===== src/rtl/if_id_stage_if.sv =====
// IF/ID boundary bundle: fetch-side inputs, EX-side hazard/branch feedback,
// and the registered ID-side outputs plus PC/bubble control.
interface if_id_stage_if #(
    parameter int DATA_W = 32
);
    logic [DATA_W-1:0] Instruction_IF;
    logic [DATA_W-1:0] PCNow_IF;
    logic [DATA_W-1:0] PCNext4_IF;
    logic              MemRead_EX;
    logic [4:0]        WriteReg_EX;
    logic              BranchTaken_EX;
    logic [DATA_W-1:0] Instruction_ID;
    logic [DATA_W-1:0] PCNow_ID;
    logic [DATA_W-1:0] PCNext4_ID;
    logic              Valid_ID;
    logic              PCWrite;
    logic              Bubble_ID;
    logic [15:0]       StallCount;

    modport master (
        output Instruction_IF, PCNow_IF, PCNext4_IF,
        output MemRead_EX, WriteReg_EX, BranchTaken_EX,
        input  Instruction_ID, PCNow_ID, PCNext4_ID, Valid_ID,
        input  PCWrite, Bubble_ID, StallCount
    );

    modport slave (
        input  Instruction_IF, PCNow_IF, PCNext4_IF,
        input  MemRead_EX, WriteReg_EX, BranchTaken_EX,
        output Instruction_ID, PCNow_ID, PCNext4_ID, Valid_ID,
        output PCWrite, Bubble_ID, StallCount
    );
endinterface


===== src/rtl/if_id_stage.sv =====
// IF/ID pipeline register with load-use stall detection, branch flush and a
// saturating stall-cycle counter, sequenced by a RUN/STALL/FLUSH FSM.
module if_id_stage (
    input logic          clk,
    input logic          rst,
    if_id_stage_if.slave bus
);
    typedef enum logic [1:0] {RUN = 2'b00, STALL = 2'b01, FLUSH = 2'b10} state_t;

    state_t      state;
    state_t      stateNext;
    logic        hazard;
    logic        loadEn;
    logic        flushEn;
    logic        countEn;
    logic        pcWrite;
    logic        bubble;
    logic [31:0] instrId;
    logic [31:0] pcNowId;
    logic [31:0] pcNext4Id;
    logic        validId;
    logic [15:0] stallCnt;

    function automatic logic [15:0] satInc(input logic [15:0] v);
        return (v == 16'hFFFF) ? v : v + 16'd1;
    endfunction

    // Register 0 is hardwired, so a load targeting it never creates a dependency.
    assign hazard = validId & bus.MemRead_EX & (bus.WriteReg_EX != 5'd0) &
                    ((bus.WriteReg_EX == instrId[25:21]) |
                     (bus.WriteReg_EX == instrId[20:16]));

    always_ff @(posedge clk) begin
        if (rst) state <= RUN;
        else     state <= stateNext;
    end

    always_comb begin
        stateNext = state;
        case (state)
            RUN, STALL: begin
                if (bus.BranchTaken_EX) stateNext = FLUSH;
                else if (hazard)        stateNext = STALL;
                else                    stateNext = RUN;
            end
            FLUSH: begin
                if (bus.BranchTaken_EX) stateNext = FLUSH;
                else                    stateNext = RUN;
            end
            default: stateNext = RUN;
        endcase
    end

    // Branch outranks hazard everywhere; reset forces a frozen, bubbled stage.
    always_comb begin
        pcWrite = 1'b0;
        bubble  = 1'b1;
        loadEn  = 1'b0;
        flushEn = 1'b0;
        countEn = 1'b0;
        if (!rst) begin
            case (state)
                RUN, STALL: begin
                    if (bus.BranchTaken_EX) begin
                        flushEn = 1'b1;
                        pcWrite = 1'b1;
                    end else if (hazard) begin
                        countEn = 1'b1;
                    end else begin
                        loadEn  = 1'b1;
                        pcWrite = 1'b1;
                        bubble  = 1'b0;
                    end
                end
                FLUSH: begin
                    if (bus.BranchTaken_EX) begin
                        flushEn = 1'b1;
                        pcWrite = 1'b1;
                    end else begin
                        loadEn  = 1'b1;
                        pcWrite = 1'b1;
                        bubble  = 1'b0;
                    end
                end
                default: ;
            endcase
        end
    end

    always_ff @(posedge clk) begin
        if (rst || flushEn) begin
            instrId   <= '0;
            pcNowId   <= '0;
            pcNext4Id <= '0;
            validId   <= 1'b0;
        end else if (loadEn) begin
            instrId   <= bus.Instruction_IF;
            pcNowId   <= bus.PCNow_IF;
            pcNext4Id <= bus.PCNext4_IF;
            validId   <= 1'b1;
        end
    end

    always_ff @(posedge clk) begin
        if (rst)          stallCnt <= '0;
        else if (countEn) stallCnt <= satInc(stallCnt);
    end

    assign bus.Instruction_ID = instrId;
    assign bus.PCNow_ID       = pcNowId;
    assign bus.PCNext4_ID     = pcNext4Id;
    assign bus.Valid_ID       = validId;
    assign bus.PCWrite        = pcWrite;
    assign bus.Bubble_ID      = bubble;
    assign bus.StallCount     = stallCnt;
endmodule


===== src/flat_wrapper.sv =====
// flat-port wrapper written by rule: the top's interface ports become plain ports
module if_id_stage_flat 
  (clk, rst, bus_Instruction_IF, bus_PCNow_IF, bus_PCNext4_IF, bus_MemRead_EX, bus_WriteReg_EX, bus_BranchTaken_EX, bus_Instruction_ID, bus_PCNow_ID, bus_PCNext4_ID, bus_Valid_ID, bus_PCWrite, bus_Bubble_ID, bus_StallCount);
  if_id_stage_if bus_i ();
  input logic clk;
  input logic rst;
  input wire logic [$bits(bus_i.Instruction_IF)-1:0] bus_Instruction_IF;
  input wire logic [$bits(bus_i.PCNow_IF)-1:0] bus_PCNow_IF;
  input wire logic [$bits(bus_i.PCNext4_IF)-1:0] bus_PCNext4_IF;
  input wire logic [$bits(bus_i.MemRead_EX)-1:0] bus_MemRead_EX;
  input wire logic [$bits(bus_i.WriteReg_EX)-1:0] bus_WriteReg_EX;
  input wire logic [$bits(bus_i.BranchTaken_EX)-1:0] bus_BranchTaken_EX;
  output wire logic [$bits(bus_i.Instruction_ID)-1:0] bus_Instruction_ID;
  output wire logic [$bits(bus_i.PCNow_ID)-1:0] bus_PCNow_ID;
  output wire logic [$bits(bus_i.PCNext4_ID)-1:0] bus_PCNext4_ID;
  output wire logic [$bits(bus_i.Valid_ID)-1:0] bus_Valid_ID;
  output wire logic [$bits(bus_i.PCWrite)-1:0] bus_PCWrite;
  output wire logic [$bits(bus_i.Bubble_ID)-1:0] bus_Bubble_ID;
  output wire logic [$bits(bus_i.StallCount)-1:0] bus_StallCount;
  assign bus_i.Instruction_IF = bus_Instruction_IF;
  assign bus_i.PCNow_IF = bus_PCNow_IF;
  assign bus_i.PCNext4_IF = bus_PCNext4_IF;
  assign bus_i.MemRead_EX = bus_MemRead_EX;
  assign bus_i.WriteReg_EX = bus_WriteReg_EX;
  assign bus_i.BranchTaken_EX = bus_BranchTaken_EX;
  assign bus_Instruction_ID = bus_i.Instruction_ID;
  assign bus_PCNow_ID = bus_i.PCNow_ID;
  assign bus_PCNext4_ID = bus_i.PCNext4_ID;
  assign bus_Valid_ID = bus_i.Valid_ID;
  assign bus_PCWrite = bus_i.PCWrite;
  assign bus_Bubble_ID = bus_i.Bubble_ID;
  assign bus_StallCount = bus_i.StallCount;
  if_id_stage u_core (.clk(clk), .rst(rst), .bus(bus_i));
endmodule

===== config.mk =====
export PLATFORM = sky130hd
export DESIGN_NAME = if_id_stage_flat
export DESIGN_NICKNAME = d
export VERILOG_FILES = /design/src/rtl/if_id_stage_if.sv /design/src/rtl/if_id_stage.sv /design/src/flat_wrapper.sv
export SDC_FILE = /design/constraint.sdc
export NUM_CORES = 1
export LEC_CHECK = 0
export ABC_AREA = 1
export CAP_MARGIN = 5
export CORE_UTILIZATION = 41
export CTS_BUF_LIST = sky130_fd_sc_hd__clkbuf_8
export CTS_CLUSTER_DIAMETER = 100
export DETAILED_ROUTE_END_ITERATION = 8
export GPL_TIMING_DRIVEN = 0
export PLACE_DENSITY = 0.78
export SETUP_SLACK_MARGIN = 0.05
export SLEW_MARGIN = 20
export SYNTH_ARGS = -nofsm -noshare
export SYNTH_HDL_FRONTEND = slang
export SYNTH_SLANG_ARGS = --single-unit

===== constraint.sdc =====
create_clock -name clk -period 3.46 [get_ports clk]
set_input_delay 1.038 -clock clk [delete_from_list [all_inputs] [get_ports clk]]
set_output_delay 1.038 -clock clk [all_outputs]
set_load 0.05 [all_outputs]

---- Yosys cells after proc, flatten, opt, wreduce, memory -nomap -nowiden ----
Cells that the tools add are included.
word-level totals
  output and inout bits ................... 115
  bits in registers ....................... 115
cells by class
  reductions and logical operators ........ 6
  bitwise logic cells ..................... 5
  equal/unequal tests ..................... 5
  add/sub/neg operators ................... 1
  multiplexer cells ....................... 22
operator list
  operator               number
  $add 16x1->16 const B  1
  $eq 16x16->1 const B   1
  $mux 1                 16
  $eq 5x5->1             2
  $pmux 1 s2             3
  $reduce_bool 5->1      1
  $mux 2                 2
  $pmux 2 s2             1
  $and 1x1->1            3
  $reduce_or 3->1        1
  $eq 2x1->1 const B     1
  $eq 2x2->1 const B     1
  $logic_not 2->1        1
  $reduce_and 2->1       1
  $reduce_or 2->1        1
  $logic_or 1x1->1       1
  $not 1->1              1
  $or 1x1->1             1

---- Depth between registers and ports, before layout ----
Gate-level depths: netlist of the first run.
  depth in word-level cells ............... 8
  mapped depth ............................ 12

---- Worst setup path after synthesis of the first run ----
Ideal clock, no wire load.
  path type ............................... input to output
  from .................................... in rst
  to ...................................... out bus_PCWrite
  arrival time ............................ 2.325 ns
  path buffers ............................ 2
  path slack .............................. 0.097 ns
  stages .................................. 4
  cells stage by stage .................... buf_2 nor2_1 clkbuf_1 o21a_1
on the way
  word-level cells in the longest chain between the ends .. 1
ends and longest elaborated chain
  item         RTL line            source
  from (decl)  flat_wrapper.sv:6   input logic rst;
  $mux 1       if_id_stage.sv:61   if (!rst) begin
  to (decl)    flat_wrapper.sv:17  output wire logic [$bits(bus_i.PCWrite)-1:0] bus_PCWrite;
Every way passes these cells.

---- Worst setup path after layout of the first run ----
  from .................................... in bus_WriteReg_EX[3]
  to ...................................... out bus_Bubble_ID
on the way
  word-level cells in the longest chain between the ends .. 7
  elaborated cells on any way between the ends .. 10
  those cells by class .................... eq/ne: 2; mux: 4; bitwise: 3; reduce/logical: 1
ends and longest elaborated chain
  item                                       RTL line                              source
  from (decl)                                flat_wrapper.sv:11                    input wire logic [$bits(bus_i.WriteReg_EX)-1:0] bus_WriteReg_EX;
  $eq 5x5->1 (tied with other cells)         if_id_stage.sv:30                     ((bus.WriteReg_EX == instrId[25:21]) |
  $or 1x1->1 or $and 1x1->1 (tied branches)  if_id_stage.sv:30, if_id_stage.sv:29
  $and 1x1->1 *                              if_id_stage.sv:29                     assign hazard = validId & bus.MemRead_EX & (bus.WriteReg_EX != 5'd0) &
  $mux 1 *                                   if_id_stage.sv:67                     end else if (hazard) begin
  $mux 1 *                                   if_id_stage.sv:64                     if (bus.BranchTaken_EX) begin
  $pmux 1 s2 *                               if_id_stage.sv:62                     case (state)
  $mux 1 *                                   if_id_stage.sv:61
  to (decl)                                  flat_wrapper.sv:18                    output wire logic [$bits(bus_i.Bubble_ID)-1:0] bus_Bubble_ID;
Mark *: on every way between the ends. The rest lies on a longest branch, timed or not.

==> results.cfg, run 1 <==
[worst_setup_path]
reg2reg_to = u_core.bus.StallCount[12]$_SDFFE_PP0P_
critical_path.startpoint = bus_WriteReg_EX[3]
worst_path_most_repeated_cell = buf_8
cp.arrival_ns = 2.27
critPathCapture = bus_Bubble_ID
cpPeakStageDelay_ns = 0.28
critical-path-slowest-cell = dlygate4sd2_1
crit_chain = dlygate4sd2_1, nor2_1, nand3_1, o21ai_1, inv_1, nand2_8, nand3_4, buf_8, buf_8
crit_path_max_fanout = 6
critical-path-top-delay-family = buffers and inverters
worst-path-buf-inv = 4
reg2reg_slack_ns = 1.39
r2r_start = u_core.bus.Instruction_ID[16]$_SDFFE_PP0P_
timing.critical_path.required_ns = 2.42
worst-setup-path-type = in -> out
reg2reg_depth = 13
worst_setup_path_start_kind = input port
timing.critical_path.depth = 9
timing.critical_path.to_type = output pin

[synth]
most_used_flip_flop_cell_after_synthesis = dfxtp_1
synth_cell_type_count = 23
asyncSetResetFlopFracSynth = 0
syn_area_sq_um = 4820
synth_enable_flop_cells = 0
post_synth_inst_count = 644
syn_warnings = 0
syn-num-nets = 750
yosysSeqAreaShare = 0.477
ys_ff_latch = 115
post_synthesis_average_cell_area_sq_um = 7.49

[pwr]
clock_power_share = 0.432
internal_power_uw = 2370
leak_pwr_uw = 0.00276
worst_ir_drop_vdd_v = 0.000270
power_per_cell_area_nw_per_um2 = 412
power.combinational.fraction = 0.140
share_seq_of_total_power = 0.428
power.share.switching = 0.257
power.net_switching_uw = 819

[status]
run_status = complete, no violations

[global_route]
grt_util_met2 = 0.461
vias_in_the_first_global_route = 5373
met3_usage = 0.0911
grtUsageTotal = 0.262
grt.overflow.total = 0
grt_start_max_net_pins = 17
initial_antenna_violation_count = 1
grt_use_met1 = 0.292
globalRoute.busiestLayer = met2
grt_first_pass_wirelength_microns = 25900

[layout]
filler_cell_count = 984
drive_above_1_share = 0.0764
most_frequent_cells_in_the_layout = clkdlybuf4s50_1 (210), nand2_1 (176), dfxtp_1 (115)
synthToLayoutAreaGrowth_pct = 60.5
finish.net_count = 996
most_common_cell_after_layout_fill_and_taps_aside = clkdlybuf4s50_1

[placement]
portBuffers = 218
place_hpwl_microns = 11700
gpl.final_weighted_congestion = 0.876

[route]
drt_pre_antenna_iters = 4
detail_route.wirelength_microns = 15900
routedWlPerCell_microns = 15.2
via_per_inst = 5.17
detail_route.iter0.violations = 385
num_vias = 5410
drtAntennaViolNets = 0
route.detailed.drc = 0

[timing]
number_of_slew_limit_violations_in_the_final_report = 0
finalSetupTns_ns = 0
tightestPinTransition_ns = 0.954
fmaxAchievable_ghz = 0.302
slew_headroom = 0.359
period_needed_ns = 3.31
finClkSkew_ns = 0.0141
final_min_period_over_clock_period = 0.957
rsz0062_at_grt = false
setup_viol = 0
hold_slack_final_ns = 0.459
hold_viol = 0

[clock_network]
cts_buffer_depth = 2
numClockSinks = 115
clk_root_buffer_cell = clkbuf_8
ctsHoldBuffers = 0
cts_htree_levels = 4
tritoncts = built
tritoncts.num_buffers = 17
worstSkewPairLatency_ns = 0.42
cts.clk_slew.worst_paths_ns = 0.06

[min_path]
depth_of_the_worst_hold_timing_path = 2
worstHoldPathType = reg -> reg

[floorplan]
start_util = 0.423
die_height_microns = 110
design.portCount = 220
floorplan.die_area_sq_um = 12200
core_region_area_sq_um = 11400
fp.dieW_microns = 110
rows = 39

[flow_run]
timing.max_cap.violations = 0
[synthesized netlist by cell type, drive strengths merged (4+ instances only)]
cell      n  share of area
buf      19          0.027
dfxtp   115           0.48
inv      25          0.019
a21oi   105           0.11
xnor2     7          0.013
nand2   178           0.14
nor2     43          0.034
clkbuf   33          0.026
xor2      7          0.013
nand4    92           0.12
nor3      4         0.0041
nand3    11          0.012
[logic make-up after synthesis]
| family | after synthesis | synth area share |
|---|---|---|
| buf+inv | 77 | 0.0724 |
| xor+xnor | 14 | 0.0254 |
| fa+ha+maj | 1 | 0.00259 |
| compound gates | 109 | 0.114 |
| simple gates | 328 | 0.309 |
| flops | 115 | 0.477 |
[cell type report]
cell class,count,area [sq um],area share
clock buffers,19,262,0.0338
plain buffers,52,277,0.0357
diodes,1,2.50,0.000323
multi-input cells,452,2200,0.285
inverters,25,93.8,0.0121
repair buffers,227,2240,0.289
flip-flops and latches,115,2300,0.297
well taps,143,179,0.0231
clock inverters,13,184,0.0238
[registers in the layout, indices dropped and copies added (netlist names)]
name and count:
u_core.bus.PCNext4_ID 32, u_core.bus.Instruction_ID 32, u_core.state 2, u_core.bus.StallCount 16, u_core.bus.PCNow_ID 32, u_core.bus.Valid_ID 1
[worst min path at each step]
stage	from	to	slack, ns
floorplan	u_core.state[0]$_SDFF_PP0_	u_core.state[1]$_SDFF_PP0_	0.49
global placement	u_core.bus.Instruction_ID[8]$_SDFFE_PP0P_	u_core.bus.Instruction_ID[8]$_SDFFE_PP0P_	0.45
detailed placement	u_core.bus.PCNow_ID[9]$_SDFFE_PP0P_	u_core.bus.PCNow_ID[9]$_SDFFE_PP0P_	0.45
CTS	u_core.bus.PCNow_ID[9]$_SDFFE_PP0P_	u_core.bus.PCNow_ID[9]$_SDFFE_PP0P_	0.46
global route	u_core.bus.PCNow_ID[8]$_SDFFE_PP0P_	u_core.bus.PCNow_ID[8]$_SDFFE_PP0P_	0.47
finish	u_core.bus.PCNow_ID[4]$_SDFFE_PP0P_	u_core.bus.PCNow_ID[4]$_SDFFE_PP0P_	0.46
[through the flow]
step	worst slack [ns]	utilization	instances	total power (uW)	cell area, sq um
floorplan	0.0967	-	644	1620	4820
global placement	-1.25	0.629	1005	1830	7190
detailed placement	-1.24	0.629	1005	1830	7190
CTS	0.0766	0.677	1044	3210	7730
global route	0.0523	0.678	1047	3310	7740
finish	0.148	0.678	1047	3190	7740
[layer usage]
layer | routed length, microns | up-vias
met5 | 0 | -
met4 | 308 | 0
met3 | 1060 | 23
met2 | 8000 | 169
met1 | 6570 | 2526
li1 | - | 2692
[worst min-delay path: cells and delay by family, from the launching register on]
family / cells / cell delay [ns]
compound gates: 1 / 0.05
flops: 1 / 0.31
simple gates: 1 / 0.06
[power groups by stage]
stage          Clock [uW]  Combinational (uW)  Sequential [uW]
2_1_floorplan           0                 135             1480
3_3_place_gp            0                 433             1390
3_5_place_dp            0                 438             1400
4_1_cts              1400                 446             1370
5_1_grt              1470                 476             1370
6_report             1380                 448             1370
[timing repair]
item | 4_1_cts | 5_1_grt
resized for setup | 34 | 10
pin swaps | 2 | 3
buffers inserted | 7 | 2
setup endpoints to repair | 2 | 2
Power figures use the tool's default switching activity.
==> run 2, diff against run 1 <==
CTS_CLUSTER_SIZE = 25   (was unset)
==> results of run 2 <==
Final layout, timing and power as in run 1 (identical DEF).
==> run 3, diff against run 2 <==
PLACE_DENSITY = 0.79   (was 0.78)
==> run 3 against run 2 <==
Compared with the run above: clock-buffer cell count rose by 1; critical path depth fell by 4; first-iteration DRC count down 18%; die area is the same; final area increased by 0.52%; routed wire length increased by 1.1%; final cell count down 0.29%; combinational power about the same; worst hold slack gained 0.0015 ns.
==> results.cfg, run 3 (same netlist as run 1, synthesis figures left out) <==
[status]
run_status = complete, no violations

[placement]
place_hpwl_microns = 11600
dp.cells = 1005
gpl.final_weighted_congestion = 0.874
place_worst_setup_slack_ns = -1.27
portBuffers = 218

[layout]
finish.net_count = 994
number_of_diodes = 0
most_common_cell_after_layout_fill_and_taps_aside = clkdlybuf4s50_1
most_frequent_cells_in_the_layout = clkdlybuf4s50_1 (210), nand2_1 (176), dfxtp_1 (115)
post_layout_nonfiller_instances = 1044
drive_above_1_share = 0.0766
synthToLayoutAreaGrowth_pct = 61.3
filler_cell_count = 974

[route]
via_per_inst = 5.17
num_vias = 5395
drtAntennaViolNets = 0
drt_pre_antenna_iters = 5
route.detailed.drc = 0
routedWlPerCell_microns = 15.4
detail_route.iter0.violations = 317
detail_route.wirelength_microns = 16100

[floorplan]
start_util = 0.423
die_height_microns = 110
fp.dieW_microns = 110
core_region_area_sq_um = 11400
design.portCount = 220
floorplan.die_area_sq_um = 12200
rows = 39

[timing]
finClkSkew_ns = 0.00720
setup_viol = 0
period_needed_ns = 3.34
final_min_period_over_clock_period = 0.965
fmaxAchievable_ghz = 0.299
slew_headroom = 0.365
timing.final.ws_setup_ns = 0.121
hold_viol = 0
number_of_slew_limit_violations_in_the_final_report = 0
hold_slack_final_ns = 0.461
rsz0062_at_grt = true
tightestPinTransition_ns = 0.946

[worst_setup_path]
worst-setup-path-type = in -> out
cp.arrival_ns = 2.30
crit_path_max_fanout = 10
timing.critical_path.to_type = output pin
timing.critical_path.required_ns = 2.42
worst_setup_path_start_kind = input port

[clock_network]
cts_htree_levels = 4
worstSkewPairLatency_ns = 0.43
tritoncts = built
clk_root_buffer_cell = clkbuf_8
tritoncts.num_buffers = 17
cts_buffer_depth = 2
cts.clk_slew.worst_paths_ns = 0.07
numClockSinks = 115

[global_route]
grt_use_met1 = 0.295
initial_antenna_violation_count = 0
grt_util_met2 = 0.457
grt_first_pass_wirelength_microns = 25700
grtUsageTotal = 0.262
vias_in_the_first_global_route = 5332
grt.overflow.total = 0
grt_start_max_net_pins = 17
met3_usage = 0.0856
globalRoute.busiestLayer = met2

[min_path]
worstHoldPathType = reg -> reg

[flow_run]
timing.max_cap.violations = 0

[pwr]
leak_pwr_uw = 0.00277
power_per_cell_area_nw_per_um2 = 433
worst_ir_drop_vdd_v = 0.000401
## run 3: power by group
group	switching, uW	internal [uW]	leakage (uW)
Sequential	15.2	1350	0.000932
Clock	565	990	0.000245
Combinational	248	199	0.00159
## run 3: repair_timing
item / 4_1_cts / 5_1_grt
setup endpoints to repair: 2 / 2
pin swaps: 2 / 1
resized for setup: 37 / 7
endpoints found under the hold margin: 0 / 0
hold buffers: 0 / 0
buffers inserted: 4 / 3
## run 3: worst max-delay path: stages
cell and delay, ns:
buf_2 0.17, nor2_4 0.36, clkbuf_1 0.37, o21a_1 0.20, buf_6 0.16
## run 3: worst paths after layout
kind,from,end,slack (ns),depth (start not counted)
max reg2reg,u_core.bus.StallCount[0]$_SDFFE_PP0P_,u_core.bus.StallCount[13]$_SDFFE_PP0P_,1.49,8
min,u_core.bus.PCNow_ID[10]$_SDFFE_PP0P_,u_core.bus.PCNow_ID[10]$_SDFFE_PP0P_,0.46,2
max,rst,bus_PCWrite,0.12,5
min reg2reg,u_core.bus.PCNow_ID[10]$_SDFFE_PP0P_,u_core.bus.PCNow_ID[10]$_SDFFE_PP0P_,0.46,2
## run 3: per-layer routing
metal / up-vias / part of all wire
met3: 24 / 0.083
met5: - / 0
met4: 0 / 0.015
met2: 232 / 0.50
met1: 2464 / 0.40
li1: 2675 / -
## run 3: cell type report
| type | instances | area, sq um | share of cell area |
|---|---|---|---|
| Buffer | 52 | 287 | 0.0368 |
| Clock buffer | 20 | 275 | 0.0354 |
| Clock inverter | 12 | 226 | 0.0291 |
| Inverter | 25 | 93.8 | 0.0121 |
| Multi-Input combinational cell | 452 | 2210 | 0.284 |
| Sequential cell | 115 | 2300 | 0.296 |
| Tap cell | 143 | 179 | 0.0230 |
| Timing Repair Buffer | 225 | 2210 | 0.284 |
## run 3: metrics by stage
| stage | area, sq um | utilization | power, uW | TNS, ns |
|---|---|---|---|---|
| after detailed placement | 7190 | 0.629 | 1830 | -8.06 |
| after floorplan | 4820 | - | 1620 | 0 |
| after global placement | 7190 | 0.629 | 1830 | -7.92 |
| after global routing | 7780 | 0.682 | 3490 | 0 |
| after CTS | 7780 | 0.681 | 3390 | 0 |
| final | 7780 | 0.682 | 3370 | 0 |
